==> src/rtl/fuzz_mon_pkg.sv <==
// Shared types and helpers for the fuzz response monitor: FSM state encoding,
// default MISR constants and a width-generic saturating increment.
package fuzz_mon_pkg;

  typedef enum logic [1:0] {
    ST_IDLE = 2'd0,
    ST_RUN  = 2'd1,
    ST_DONE = 2'd2
  } mon_state_e;

  localparam int DEF_WIDTH = 127;
  localparam logic [DEF_WIDTH-1:0] DEF_POLY = {{(DEF_WIDTH-1){1'b0}}, 1'b1};
  localparam logic [DEF_WIDTH-1:0] DEF_SEED = {DEF_WIDTH{1'b1}};

  localparam int SAT_W = 64;

  // Saturates at the all-ones value of a counter that is 'width' bits wide.
  function automatic logic [SAT_W-1:0] sat_inc(input logic [SAT_W-1:0] val,
                                               input int              width);
    logic [SAT_W-1:0] max_v;
    max_v = (width >= SAT_W) ? '1 : ((SAT_W'(1) << width) - SAT_W'(1));
    return (val >= max_v) ? val : (val + SAT_W'(1));
  endfunction

endpackage

==> src/rtl/fuzz_misr.sv <==
// Multiple-input signature register: shifts left with polynomial feedback from
// the MSB and folds one response word in per enabled cycle.
module fuzz_misr
  import fuzz_mon_pkg::*;
#(
  parameter int              WIDTH = DEF_WIDTH,
  parameter logic [WIDTH-1:0] POLY = DEF_POLY,
  parameter logic [WIDTH-1:0] SEED = DEF_SEED
) (
  input  logic             clk_i,
  input  logic             rst_i,
  input  logic             load_i,
  input  logic             shift_en_i,
  input  logic [WIDTH-1:0] din_i,
  output logic [WIDTH-1:0] sig_o
);

  logic [WIDTH-1:0] sig_q;
  logic [WIDTH-1:0] sig_d;

  always_comb begin
    sig_d = sig_q;
    if (load_i) begin
      sig_d = SEED;
    end else if (shift_en_i) begin
      sig_d = ({sig_q[WIDTH-2:0], 1'b0} ^ (sig_q[WIDTH-1] ? POLY : '0)) ^ din_i;
    end
  end

  always_ff @(posedge clk_i) begin
    if (rst_i) begin
      sig_q <= SEED;
    end else begin
      sig_q <= sig_d;
    end
  end

  assign sig_o = sig_q;

endmodule

==> src/rtl/fuzz_response_monitor.sv <==
// Fuzz response monitor: compacts sampled DUT outputs into a MISR signature,
// compares against golden values, and records mismatch count and first failure.
//   state   | meaning
//   IDLE    | no run active, results hold
//   RUN     | accepting samples until NUM_VECTORS have been taken
//   DONE    | run complete, verdict and signature stable
module fuzz_response_monitor
  import fuzz_mon_pkg::*;
#(
  parameter int              WIDTH       = DEF_WIDTH,
  parameter int              NUM_VECTORS = 22,
  parameter int              CNT_W       = 16,
  parameter logic [WIDTH-1:0] POLY       = DEF_POLY,
  parameter logic [WIDTH-1:0] SEED       = DEF_SEED
) (
  input  logic             clk_i,
  input  logic             rst_i,
  input  logic             start_i,
  input  logic             abort_i,
  input  logic             sample_en_i,
  input  logic [WIDTH-1:0] y_i,
  input  logic             exp_valid_i,
  input  logic [WIDTH-1:0] exp_y_i,
  output logic             busy_o,
  output logic             done_o,
  output logic             pass_o,
  output logic [WIDTH-1:0] signature_o,
  output logic [CNT_W-1:0] sample_count_o,
  output logic [CNT_W-1:0] mismatch_count_o,
  output logic [CNT_W-1:0] first_fail_idx_o,
  output logic [WIDTH-1:0] first_fail_y_o
);

  // The sample counter must be able to hold NUM_VECTORS without wrapping.
  if (WIDTH < 2 || CNT_W < 1 || CNT_W > 62 || NUM_VECTORS < 1 ||
      longint'(NUM_VECTORS) > ((longint'(1) << CNT_W) - longint'(1))) begin : g_cfg_bad
    $error("fuzz_response_monitor: NUM_VECTORS=%0d does not fit CNT_W=%0d (WIDTH=%0d)",
           NUM_VECTORS, CNT_W, WIDTH);
  end

  localparam logic [CNT_W-1:0] LAST_IDX = CNT_W'(NUM_VECTORS - 1);

  mon_state_e       state_q, state_d;
  logic [CNT_W-1:0] sample_count_q, sample_count_d;
  logic [CNT_W-1:0] mismatch_count_q, mismatch_count_d;
  logic [CNT_W-1:0] first_fail_idx_q, first_fail_idx_d;
  logic [WIDTH-1:0] first_fail_y_q, first_fail_y_d;
  logic             fail_seen_q, fail_seen_d;

  logic             load_sig;
  logic             accept;
  logic             mismatch;

  always_comb begin
    state_d  = state_q;
    load_sig = 1'b0;
    accept   = 1'b0;
    case (state_q)
      ST_IDLE: begin
        if (!abort_i && start_i) begin
          state_d  = ST_RUN;
          load_sig = 1'b1;
        end
      end
      ST_RUN: begin
        if (abort_i) begin
          state_d = ST_IDLE;
        end else if (sample_en_i) begin
          accept = 1'b1;
          if (sample_count_q == LAST_IDX) begin
            state_d = ST_DONE;
          end
        end
      end
      ST_DONE: begin
        if (abort_i) begin
          state_d = ST_IDLE;
        end else if (start_i) begin
          state_d  = ST_RUN;
          load_sig = 1'b1;
        end
      end
      default: state_d = ST_IDLE;
    endcase
  end

  assign mismatch = accept && exp_valid_i && (y_i != exp_y_i);

  always_comb begin
    sample_count_d   = sample_count_q;
    mismatch_count_d = mismatch_count_q;
    first_fail_idx_d = first_fail_idx_q;
    first_fail_y_d   = first_fail_y_q;
    fail_seen_d      = fail_seen_q;
    if (load_sig) begin
      sample_count_d   = '0;
      mismatch_count_d = '0;
      first_fail_idx_d = '0;
      first_fail_y_d   = '0;
      fail_seen_d      = 1'b0;
    end else if (accept) begin
      sample_count_d = sample_count_q + CNT_W'(1);
      if (mismatch) begin
        mismatch_count_d = CNT_W'(sat_inc(SAT_W'(mismatch_count_q), CNT_W));
        if (!fail_seen_q) begin
          first_fail_idx_d = sample_count_q;
          first_fail_y_d   = y_i;
          fail_seen_d      = 1'b1;
        end
      end
    end
  end

  always_ff @(posedge clk_i) begin
    if (rst_i) begin
      state_q          <= ST_IDLE;
      sample_count_q   <= '0;
      mismatch_count_q <= '0;
      first_fail_idx_q <= '0;
      first_fail_y_q   <= '0;
      fail_seen_q      <= 1'b0;
    end else begin
      state_q          <= state_d;
      sample_count_q   <= sample_count_d;
      mismatch_count_q <= mismatch_count_d;
      first_fail_idx_q <= first_fail_idx_d;
      first_fail_y_q   <= first_fail_y_d;
      fail_seen_q      <= fail_seen_d;
    end
  end

  fuzz_misr #(
    .WIDTH (WIDTH),
    .POLY  (POLY),
    .SEED  (SEED)
  ) u_misr (
    .clk_i      (clk_i),
    .rst_i      (rst_i),
    .load_i     (load_sig),
    .shift_en_i (accept),
    .din_i      (y_i),
    .sig_o      (signature_o)
  );

  assign busy_o           = (state_q == ST_RUN);
  assign done_o           = (state_q == ST_DONE);
  assign pass_o           = (state_q == ST_DONE) && (mismatch_count_q == '0);
  assign sample_count_o   = sample_count_q;
  assign mismatch_count_o = mismatch_count_q;
  assign first_fail_idx_o = first_fail_idx_q;
  assign first_fail_y_o   = first_fail_y_q;

endmodule

==> config.mk <==
export PLATFORM = sky130hd
export DESIGN_NAME = fuzz_response_monitor
export DESIGN_NICKNAME = d
export VERILOG_FILES = /design/src/rtl/fuzz_mon_pkg.sv /design/src/rtl/fuzz_misr.sv /design/src/rtl/fuzz_response_monitor.sv
export SDC_FILE = /design/constraint.sdc
export NUM_CORES = 1
export LEC_CHECK = 0
export ABC_AREA = 1
export BUFFER_PORTS_ARGS = -buffer_cell sky130_fd_sc_hd__buf_2
export CAP_MARGIN = 5
export CORE_AREA = 3 3 217 219
export CTS_BUF_LIST = sky130_fd_sc_hd__clkbuf_8
export CTS_CLUSTER_SIZE = 28
export DETAILED_ROUTE_END_ITERATION = 7
export DIE_AREA = 0 0 220 222
export PLACE_DENSITY_LB_ADDON = 0.25
export REMOVE_ABC_BUFFERS = 1
export SYNTH_ARGS = -nofsm -noshare
export SYNTH_HDL_FRONTEND = slang
export SYNTH_SLANG_ARGS = --single-unit
==> constraint.sdc <==
create_clock -name clk_i -period 2.1 [get_ports clk_i]
set_input_delay 0.21 -clock clk_i [delete_from_list [all_inputs] [get_ports clk_i]]
set_output_delay 0.21 -clock clk_i [all_outputs]
set_load 0.02 [all_outputs]
==> results of run 1 <==
## cell usage in the layout, fill, tap and decap left out, drive strengths merged
cell type | Yosys | routed
buf | 37 | 716
nand2 | 590 | 590
nor2 | 376 | 376
dfxtp | 305 | 305
inv | 229 | 250
xnor2 | 242 | 242
dlygate4sd3 | 0 | 133
o211ai | 128 | 128
clkbuf | 57 | 75
nand3 | 24 | 25
a21oi | 17 | 17
nand4 | 15 | 15
nor3 | 9 | 9
xor2 | 8 | 8
o21ai | 7 | 7
clkinv | 0 | 6
ha | 4 | 4
clkinvlp | 0 | 2
diode | 0 | 1
o21a | 1 | 1
o2111a | 1 | 1
a2111oi | 1 | 1
o31ai | 1 | 1
a211oi | 1 | 1
a31oi | 1 | 1
nor4 | 1 | 1
bufinv | 0 | 1
## flip-flops by register name, indices dropped and copies added (netlist names)
signal            cells
first_fail_idx_o     16
state_q               2
mismatch_count_o     16
u_misr.sig_o        127
sample_count_o       16
first_fail_y_o      127
fail_seen_q           1
## cell type report
| cell class | instances | area share, % |
|---|---|---|
| well taps | 600 | 3.390 |
| clock buffers | 68 | 4.227 |
| repair buffers | 856 | 25.72 |
| clock inverters | 30 | 0.6950 |
| flip-flops and latches | 305 | 27.59 |
| multi-input cells | 1428 | 34.42 |
| inverters | 229 | 3.939 |
| diodes | 1 | 0.01130 |
## critical path, stage by stage
cell and delay, ns:
dlygate4sd3_1 0.54, buf_2 0.16, xnor2_2 0.19, nand2_1 0.08
nor2_1 0.12, nand2_2 0.09, nor2_4 0.14, nand2_1 0.09
nor2_2 0.12, nand2_2 0.08, nand3_4 0.12, buf_12 0.14
buf_12 0.12, buf_4 0.11, buf_4 0.10, nand2_1 0.04
nand2_1 0.05, nor2_1 0.04
## layer usage
layer | GRT usage (%) | vias up
li1 | - | 7946
met1 | 24.44 | 7090
met2 | 37.24 | 487
met3 | 5.893 | 110
met4 | 8.600 | 2
met5 | 0 | -
## power groups by stage
| stage | registers, mW | clock network (mW) | logic (mW) |
|---|---|---|---|
| 6_report | 5.94 | 5.53 | 1.92 |
| 5_1_grt | 5.95 | 6.01 | 2.09 |
| 4_1_cts | 5.94 | 5.74 | 1.86 |
| 3_5_place_dp | 6.06 | 0 | 1.66 |
| 3_3_place_gp | 6.06 | 0 | 1.64 |
| 2_1_floorplan | 6.14 | 0 | 0.713 |
## cells by family (layout without fill, tap and decap cells)
kind of cell | count (synthesis) | after routing | synth area share, %
and+or+nand+nor | 1015 | 1016 | 26.67
buffers and inverters | 323 | 1183 | 9.492
DFF | 305 | 305 | 41.14
xor gates and xnor gates | 250 | 250 | 14.75
AOI/OAI and AO/OA | 158 | 158 | 7.612
adders and majority gates | 4 | 4 | 0.3372
other | 0 | 1 | 0
## worst min-delay path by stage
stage | from | to | slack, ns | cells after the start
after floorplan | rst_i | state_q[0] | 0.28 | 1
after global placement | rst_i | state_q[0] | 0.41 | 2
after detailed placement | rst_i | state_q[0] | 0.41 | 2
after CTS | y_i[97] | u_misr.sig_o[97] | 0.007 | 3
after global routing | y_i[94] | first_fail_y_o[94] | 0.05 | 4
final | y_i[97] | u_misr.sig_o[97] | 0.06 | 3
## through the flow
step / instances / utilization [%]
2_1_floorplan: 1961 / -
3_3_place_gp: 3272 / 42.26
3_5_place_dp: 3272 / 42.26
4_1_cts: 3503 / 47.63
5_1_grt: 3516 / 48.89
6_report: 3517 / 48.90
## what timing repair did
item,in CTS,in global routing
hold buffers,133,0
endpoints found under the setup margin,1,159
pin swaps,1,33
cloned,0,10
endpoints found under the hold margin,185,0
gates resized for setup,3,79
buffers inserted,0,9
==> run_results.csv, run 1 <==
group,metric,value,unit
power,p_switching,3.557,mW
yosys,synth_area_per_cell,7.223,um^2
die,die_y,222,um
yosys,ys_types,34,
power,p_leak,11.66,nW
placement,postPlaceCellArea,19140,um^2
global_route,antenna_found_initial,2,
clocking,ctsRootBufferMaster,"clkbuf_8",
yosys,synth_edf_count,0,
yosys,yosysMostFrequentCell,"nand2_1",
yosys,yosysWarningCount,0,
critical_path,r2r-start,"state_q[0]",
clocking,cts_sinks,305,
drt,initialDrtViolationCount,904,
global_route,grt_max_degree,145,
layout,fin_area,22140,um^2
yosys,synth_area_leaders,"dfxtp_1, nand2_1, xnor2_1, nor2_1, o211ai_1",
power,power_density,604.8,nW/um^2
timing,slew_headroom,56.46,%
layout,nNetsFinal,3138,
layout,drive_above_1_share,30.01,%
die,rows,78,
global_route,grt_pass1_vias,15100,
critical_path,worstSetupPathType,"in2reg",
critical_path,reg2reg_to,"first_fail_y_o[71]",
timing,max_freq,485.3,MHz
drt,top_layer,"met5",
timing,finalSetupViolations,0,
yosys,ys_seq_elements,305,
timing,hold_ws,0.05786,ns
clocking,cts_tree,"yes",
placement,io_buffers,564,
power,ir_drop,0.0004714,V
yosys,yosysTopAreaCellShare,41.14,%
drt,wl_per_cell,15.95,um
die,die-area,48840,um^2
drt,vias_per_cell,4.446,
global_route,overflow,0,
yosys,yosys.area.top_type,"dfxtp_1",
die,die_w,220,um
timing,finalWorstSetupSlack,0.03929,ns
yosys,synthArstFlopShare,0,%
timing,fin_crit_sh,98.13,%
critical_path,crit_end,"first_fail_y_o[21]",
critical_path,cp.arrival,2.57,ns
power,p_seq_share,44.4,%
yosys,synth-main-ff-cell,"dfxtp_1",
critical_path,reg2reg_slack,0.11,ns
drt,wl_met1,22.63,mm
critical_path,r2r_cells,10,
drt,drc,0,
critical_path,start_kind,"primary input",
global_route,grt.total_usage,21.31,%
timing,post-route-min-period,2.061,ns
timing,worst-slew-pin-transition,0.6531,ns
timing,fin_tns_setup,0,ns
power,intPower,9.835,mW
critical_path,critical_path_required,2.60,ns
flow_run,max-cap-violations,0,
yosys,yosysSeqAreaShare,41.14,%
yosys,syn_area,14840,um^2
drt,drtPass1Iterations,5,
layout,seq_area,6110,um^2
timing,drv_slew,0,
clocking,clkTransAtPathRegs,0.06,ns
die,io_pins,565,
die,design.core.area,45280,um^2
power,pwr-share-comb,14.4,%
drt,wl_met3,3.825,mm
placement,place_worst_setup_slack,-0.3530,ns
clocking,clk_latency,0.62,ns
layout,syn_to_final_growth,49.18,%
placement,hpwl,40.86,mm
drt,vias,15640,
layout,fillers,4445,
timing,finClkSkew,0.01202,ns
power,total_power,13.39,mW
die,initial_utilization,32.78,%
power,sw_frac_of_total,26.56,%
drt,wl,56.11,mm
placement,gp_congestion,0.8661,
power,p_clk_share,41.3,%
drt,drtAntennaViolNets,0,
status,status,"finished, final reports clean",
clocking,cts_inserted_buffers,54,
min_path,min_path_type,"in2reg",
critical_path,worstPathMaxFanout,6,
global_route,grt_pass1_wl,82.43,mm
layout,multi_input_area,7622,um^2
drt,dr_wl_met2,27.57,mm
yosys,synthTopCellsByCount,"nand2_1, nor2_1, dfxtp_1",
critical_path,critPathCaptureType,"flip-flop",
clocking,cts_max_level,2,
yosys,synth_cells,2055,
critical_path,crit_start,"y_i[57]",
timing,hold_viol,0,
clocking,cts_buffer_depth,3,
Note: power is estimated with default switching activity, not from simulation.
==> inputs of run 2 (changes only) <==
Settings changed: ABC_AREA 1 to unset, CORE_AREA 3 3 217 219 to 3 3 220 222, DIE_AREA 0 0 220 222 to 0 0 223 225.
==> run_results.csv, run 2 <==
group,metric,value,unit
die,initial_utilization,29.21,%
layout,layout_common_cells,"buf_2, nand2_1, dfxtp_1",
yosys,synth_edf_count,0,
die,die_y,225,um
power,p_leak,9.871,nW
min_path,min_path_type,"in2reg",
global_route,grt_pass1_wl,86.23,mm
global_route,antenna_found_initial,6,
timing,hold_viol,0,
die,io_pins,565,
yosys,yosysWarningCount,0,
timing,finClkSkew,0.02060,ns
die,rows,79,
layout,syn_to_final_growth,59.41,%
flow_run,max-cap-violations,0,
yosys,synthTopCellsByCount,"dfxtp_1, nand2_1, xnor2_1",
drt,wl_per_cell,19.64,um
global_route,grt_pass1_vias,14300,
clocking,ctsRootBufferMaster,"clkbuf_8",
critical_path,cp.arrival,1.83,ns
power,total_power,14.53,mW
yosys,syn_area,13600,um^2
timing,finalSetupViolations,0,
drt,initialDrtViolationCount,894,
timing,rsz0062_at_grt,"yes",
timing,fin_crit_sh,97.11,%
clocking,cts_tree,"yes",
global_route,grt_max_degree,133,
layout,nNetsFinal,2697,
drt,wl,60.68,mm
critical_path,critPathCaptureType,"output pin",
layout,drive_above_1_share,37.18,%
min_path,hold_depth,4,
timing,drv_slew,0,
placement,io_buffers,564,
clocking,clkTransAtPathRegs,0.06,ns
yosys,synth-main-ff-cell,"dfxtp_1",
layout,fillers,4601,
critical_path,worstSetupPathType,"reg2out",
global_route,grt.total_usage,22.26,%
layout,final_common_cell,"buf_2",
timing,max_freq,490.4,MHz
power,ir_drop,0.0005455,V
yosys,synthArstFlopShare,0,%
timing,worst-slew-pin-transition,0.6575,ns
yosys,yosys.area.top_type,"dfxtp_1",
layout,fin_util,46.57,%
critical_path,r2r_cells,8,
timing,hold_ws,0.05278,ns
clocking,clk_latency,0.62,ns
yosys,synth_area_leaders,"dfxtp_1, xnor2_1, nand2_1, o211ai_1, nand3_1",
yosys,yosysTopAreaCellShare,44.89,%
clocking,cts_inserted_buffers,55,
yosys,yosysSeqAreaShare,44.89,%
clocking,cts_max_level,2,
timing,slew_headroom,56.17,%
drt,drtAntennaViolNets,0,
clocking,cts_buffer_depth,3,
yosys,ys_seq_elements,305,
die,die-area,50180,um^2
clocking,cts_sinks,305,
timing,post-route-min-period,2.039,ns
yosys,ys_types,35,
die,design.core.area,46560,um^2
drt,drtPass1Iterations,7,
status,status,"finished, final reports clean",
power,power_density,670.4,nW/um^2
placement,hpwl,45.27,mm
critical_path,critical_path_required,1.89,ns
critical_path,worstPathMaxFanout,5,
drt,vias,14610,
critical_path,start_kind,"flip-flop",
yosys,synth_cells,1574,
drt,drc,0,
yosys,synth_area_per_cell,8.641,um^2
global_route,overflow,0,
die,die_w,223,um
yosys,yosysMostFrequentCell,"dfxtp_1",
drt,vias_per_cell,4.728,
placement,gp_congestion,0.8822,
[run 2: kinds of logic after synthesis]
| kind of cell | share of synthesized area [%] |
|---|---|
| adder cells (fa/ha/maj) | 0.3680 |
| buffers and inverters | 4.213 |
| XOR/XNOR | 17.19 |
| AND/OR/NAND/NOR | 19.37 |
| flip-flops | 44.89 |
| AO/OA/AOI/OAI | 12.79 |
| multiplexers | 1.178 |
[run 2: where the power goes]
group	total (mW)	switching [mW]	internal (mW)
clock	6.52	2.67	3.85
combinational	2.10	1.06	1.04
sequential	5.92	0.0673	5.85
[run 2: what timing repair did]
| action | 4_1_cts | 5_1_grt |
|---|---|---|
| cloned | 0 | 10 |
| gates resized for setup | 17 | 44 |
| endpoints found under the setup margin | 161 | 157 |
| hold buffers | 127 | 0 |
| endpoints found under the hold margin | 184 | 0 |
| setup buffers | 3 | 10 |
| pin swaps | 7 | 11 |
[run 2: final timing paths]
kind,from,endpoint,slack (ns)
worst max-delay path,mismatch_count_o[4],pass_o,0.06
worst min-delay path,y_i[123],first_fail_y_o[123],0.05
worst max register to register,state_q[0],sample_count_o[11],0.11
worst min register to register,first_fail_y_o[34],first_fail_y_o[34],0.45
[run 2: final cells by class]
cell class / instances / area [um^2] / share of cell area [%]
multi-input combinational: 1148 / 7156 / 33.00
timing repair buffer: 916 / 6306 / 29.09
sequential: 305 / 6118 / 28.22
clock buffer: 76 / 1046 / 4.825
tap: 607 / 759.5 / 3.503
clock inverter: 25 / 256.5 / 1.183
inverter: 7 / 26.28 / 0.1212
antenna: 5 / 12.51 / 0.05771
[run 2: per-stage QoR]
step	setup TNS [ns]	instances	cell area, um^2	worst slack (ns)
after global placement	-173.83	2838	18440	-1.176
after floorplan	-3450.08	1460	13050	-12.29
after detailed placement	-172.23	2838	18440	-1.161
after CTS	-0.02454	3068	21090	-0.02454
final	0	3089	21680	0.06067
after global routing	-0.1374	3086	21670	-0.08128
[run 2: critical path, cell delays in order, from the launching register on]
cell,delay [ns]
dfxtp_2,0.35
nor4_2,0.26
nand4_1,0.15
nor4b_2,0.24
buf_2,0.20
[run 2: routing by layer]
metal  up-vias  share of wire, %  global-route usage [%]
met3        84               7.4                   5.262
met2       571                49                   38.31
met4         4               2.5                   6.768
met1      6779                41                   27.71
met5         -             0.051                       0
li1       7168                 -                       -
==> inputs of run 3 (changes only) <==
Settings changed: CTS_BUF_LIST sky130_fd_sc_hd__clkbuf_8 to sky130_fd_sc_hd__clkbuf_4 sky130_fd_sc_hd__clkbuf_8 sky130_fd_sc_hd__clkbuf_16, SLEW_MARGIN set to 5.
==> run_results.csv, run 3 (same netlist as run 2, synthesis figures left out) <==
group,metric,value,unit
critical_path,r2r-start,"state_q[1]",
clocking,cts_max_level,2,
power,p_clk_share,45.8,%
layout,fillers,4630,
clocking,cts_buffer_depth,3,
power,p_switching,3.658,mW
placement,hpwl,45.27,mm
timing,post-route-min-period,2.031,ns
die,rows,79,
timing,finalSetupViolations,0,
min_path,min_from,"y_i[22]",
critical_path,reg2reg_slack,0.12,ns
drt,wl,59.44,mm
clocking,clkTransAtPathRegs,0.05,ns
critical_path,start_kind,"flip-flop",
critical_path,crit_slowest_cell,"dfxtp_2",
critical_path,critPathCaptureType,"output pin",
power,ir_drop,0.0006078,V
drt,drtAntennaViolNets,0,
drt,vias,14050,
power,p_leak,9.434,nW
timing,worst-slew-pin-transition,0.6408,ns
min_path,min_to,"u_misr.sig_o[22]",
power,p_seq_share,40.8,%
die,die-area,50180,um^2
layout,syn_to_final_growth,52.53,%
die,die_y,225,um
power,pwr-share-comb,13.5,%
layout,nNetsFinal,2567,
global_route,overflow,0,
layout,seq_area,6116,um^2
global_route,antenna_found_initial,6,
critical_path,cp_cell_sequence,"buf_6, nor4_4, nand4_1, nor4b_2, buf_2",
placement,io_buffers,564,
timing,slew_headroom,57.28,%
die,io_pins,565,
power,intPower,10.86,mW
power,power_density,699.7,nW/um^2
min_path,min_path_type,"in2reg",
timing,max_freq,492.5,MHz
min_path,hold_depth,3,
critical_path,worstPathMaxFanout,5,
die,initial_utilization,29.21,%
layout,layout_common_cells,"buf_2, nand2_1, dfxtp_1",
power,sw_frac_of_total,25.20,%
drt,initialDrtViolationCount,887,
clocking,cts_tree,"yes",
timing,hold_viol,0,
critical_path,cp_slowest_stage_delay,0.32,ns
drt,wl_per_cell,20.23,um
status,status,"finished, final reports clean",
layout,drive_above_1_share,39.42,%
die,die_w,223,um
critical_path,worstSetupPathType,"reg2out",
global_route,grt_pass1_vias,13450,
global_route,grt.total_usage,21.75,%
drt,drtPass1Iterations,6,
layout,final_common_cell,"buf_2",
clocking,ctsRootBufferMaster,"clkbuf_16",
global_route,grt_max_degree,133,
clocking,cts_inserted_buffers,38,
critical_path,cp.arrival,1.82,ns
clocking,cts_sinks,305,
timing,rsz0062_at_grt,"yes",
die,design.core.area,46560,um^2
timing,drv_slew,0,
placement,gp_congestion,0.8822,
global_route,grt_pass1_wl,83.21,mm
drt,drc,0,
placement,postPlaceCellArea,18440,um^2
critical_path,r2r_cells,9,
critical_path,reg2reg_to,"first_fail_y_o[110]",
clocking,clk_latency,0.54,ns
layout,fin_util,44.56,%
layout,multi_input_area,7300,um^2
timing,finClkSkew,0.01912,ns
critical_path,critical_path_required,1.89,ns
layout,fin_area,20740,um^2
flow_run,max-cap-violations,0,
drt,vias_per_cell,4.783,
timing,fin_crit_sh,96.70,%
## run 3: changes by cell type in the layout (fill, tap and decap cells not counted), sizes merged
cell | before | now
buf | 779 | 785
bufbuf | 0 | 1
bufinv | 5 | 1
clkbuf | 86 | 71
clkinv | 8 | 6
clkinvlp | 2 | 0
diode | 5 | 2
dlygate4sd3 | 124 | 4
dlymetal6s4s | 3 | 0
inv | 17 | 8
## run 3: worst max-delay path, delay by kind of cell (launching register included)
family | cells | cell delay [ns]
and+or+nand+nor | 3 | 0.64
buffers and inverters | 2 | 0.33
DFF | 1 | 0.32
## run 3: cell type report
class | count | area share, %
multi-input cells | 1148 | 35.19
flip-flops and latches | 305 | 29.48
repair buffers | 803 | 25.34
clock buffers | 58 | 5.832
well taps | 607 | 3.661
clock inverters | 8 | 0.3498
inverters | 7 | 0.1267
diodes | 2 | 0.02413
## run 3: worst max-delay path by stage
stage                              end           startpoint
floorplan              u_misr.sig_o[0]           state_q[0]
global placement    first_fail_y_o[18]               y_i[8]
detailed placement  first_fail_y_o[36]               y_i[8]
CTS                             pass_o  mismatch_count_o[6]
global route        first_fail_y_o[93]               y_i[7]
finish                          pass_o  mismatch_count_o[7]
## run 3: per-stage QoR
step                      setup slack, ns  hold slack [ns]  std cells  setup TNS (ns)  power, mW
final                             0.06935          0.04782       2938               0      14.52
after global routing             -0.05626          0.04679       2937         -0.8677      15.06
after CTS                       0.0008624         0.003252       2915               0      14.63
after detailed placement           -1.161           0.4360       2838         -172.23      7.900
after global placement             -1.176           0.4352       2838         -173.83      7.887
after floorplan                    -12.29           0.2824       1460        -3450.08      6.907
## run 3: power groups by stage
stage | Sequential (mW) | Combinational, mW | Clock [mW]
finish | 5.92 | 1.96 | 6.64
global route | 5.92 | 2.10 | 7.03
CTS | 5.92 | 1.90 | 6.81
detailed placement | 6.05 | 1.85 | 0
global placement | 6.04 | 1.84 | 0
floorplan | 6.10 | 0.803 | 0
## run 3: what timing repair did
| item | CTS | global route |
|---|---|---|
| hold endpoints to repair | 4 | 0 |
| resized for setup | 17 | 82 |
| endpoints found under the setup margin | 161 | 136 |
| buffers inserted | 5 | 6 |
| hold buffers | 4 | 0 |
| cloned | 2 | 16 |
| pin swaps | 8 | 19 |
## run 3: routing by layer
layer / wire [um] / track usage [%] / vias up
li1: - / - / 6896
met5: 30 / 0 / -
met3: 3934 / 4.572 / 70
met4: 1358 / 5.742 / 4
met1: 24990 / 27.62 / 6561
met2: 29130 / 37.63 / 522
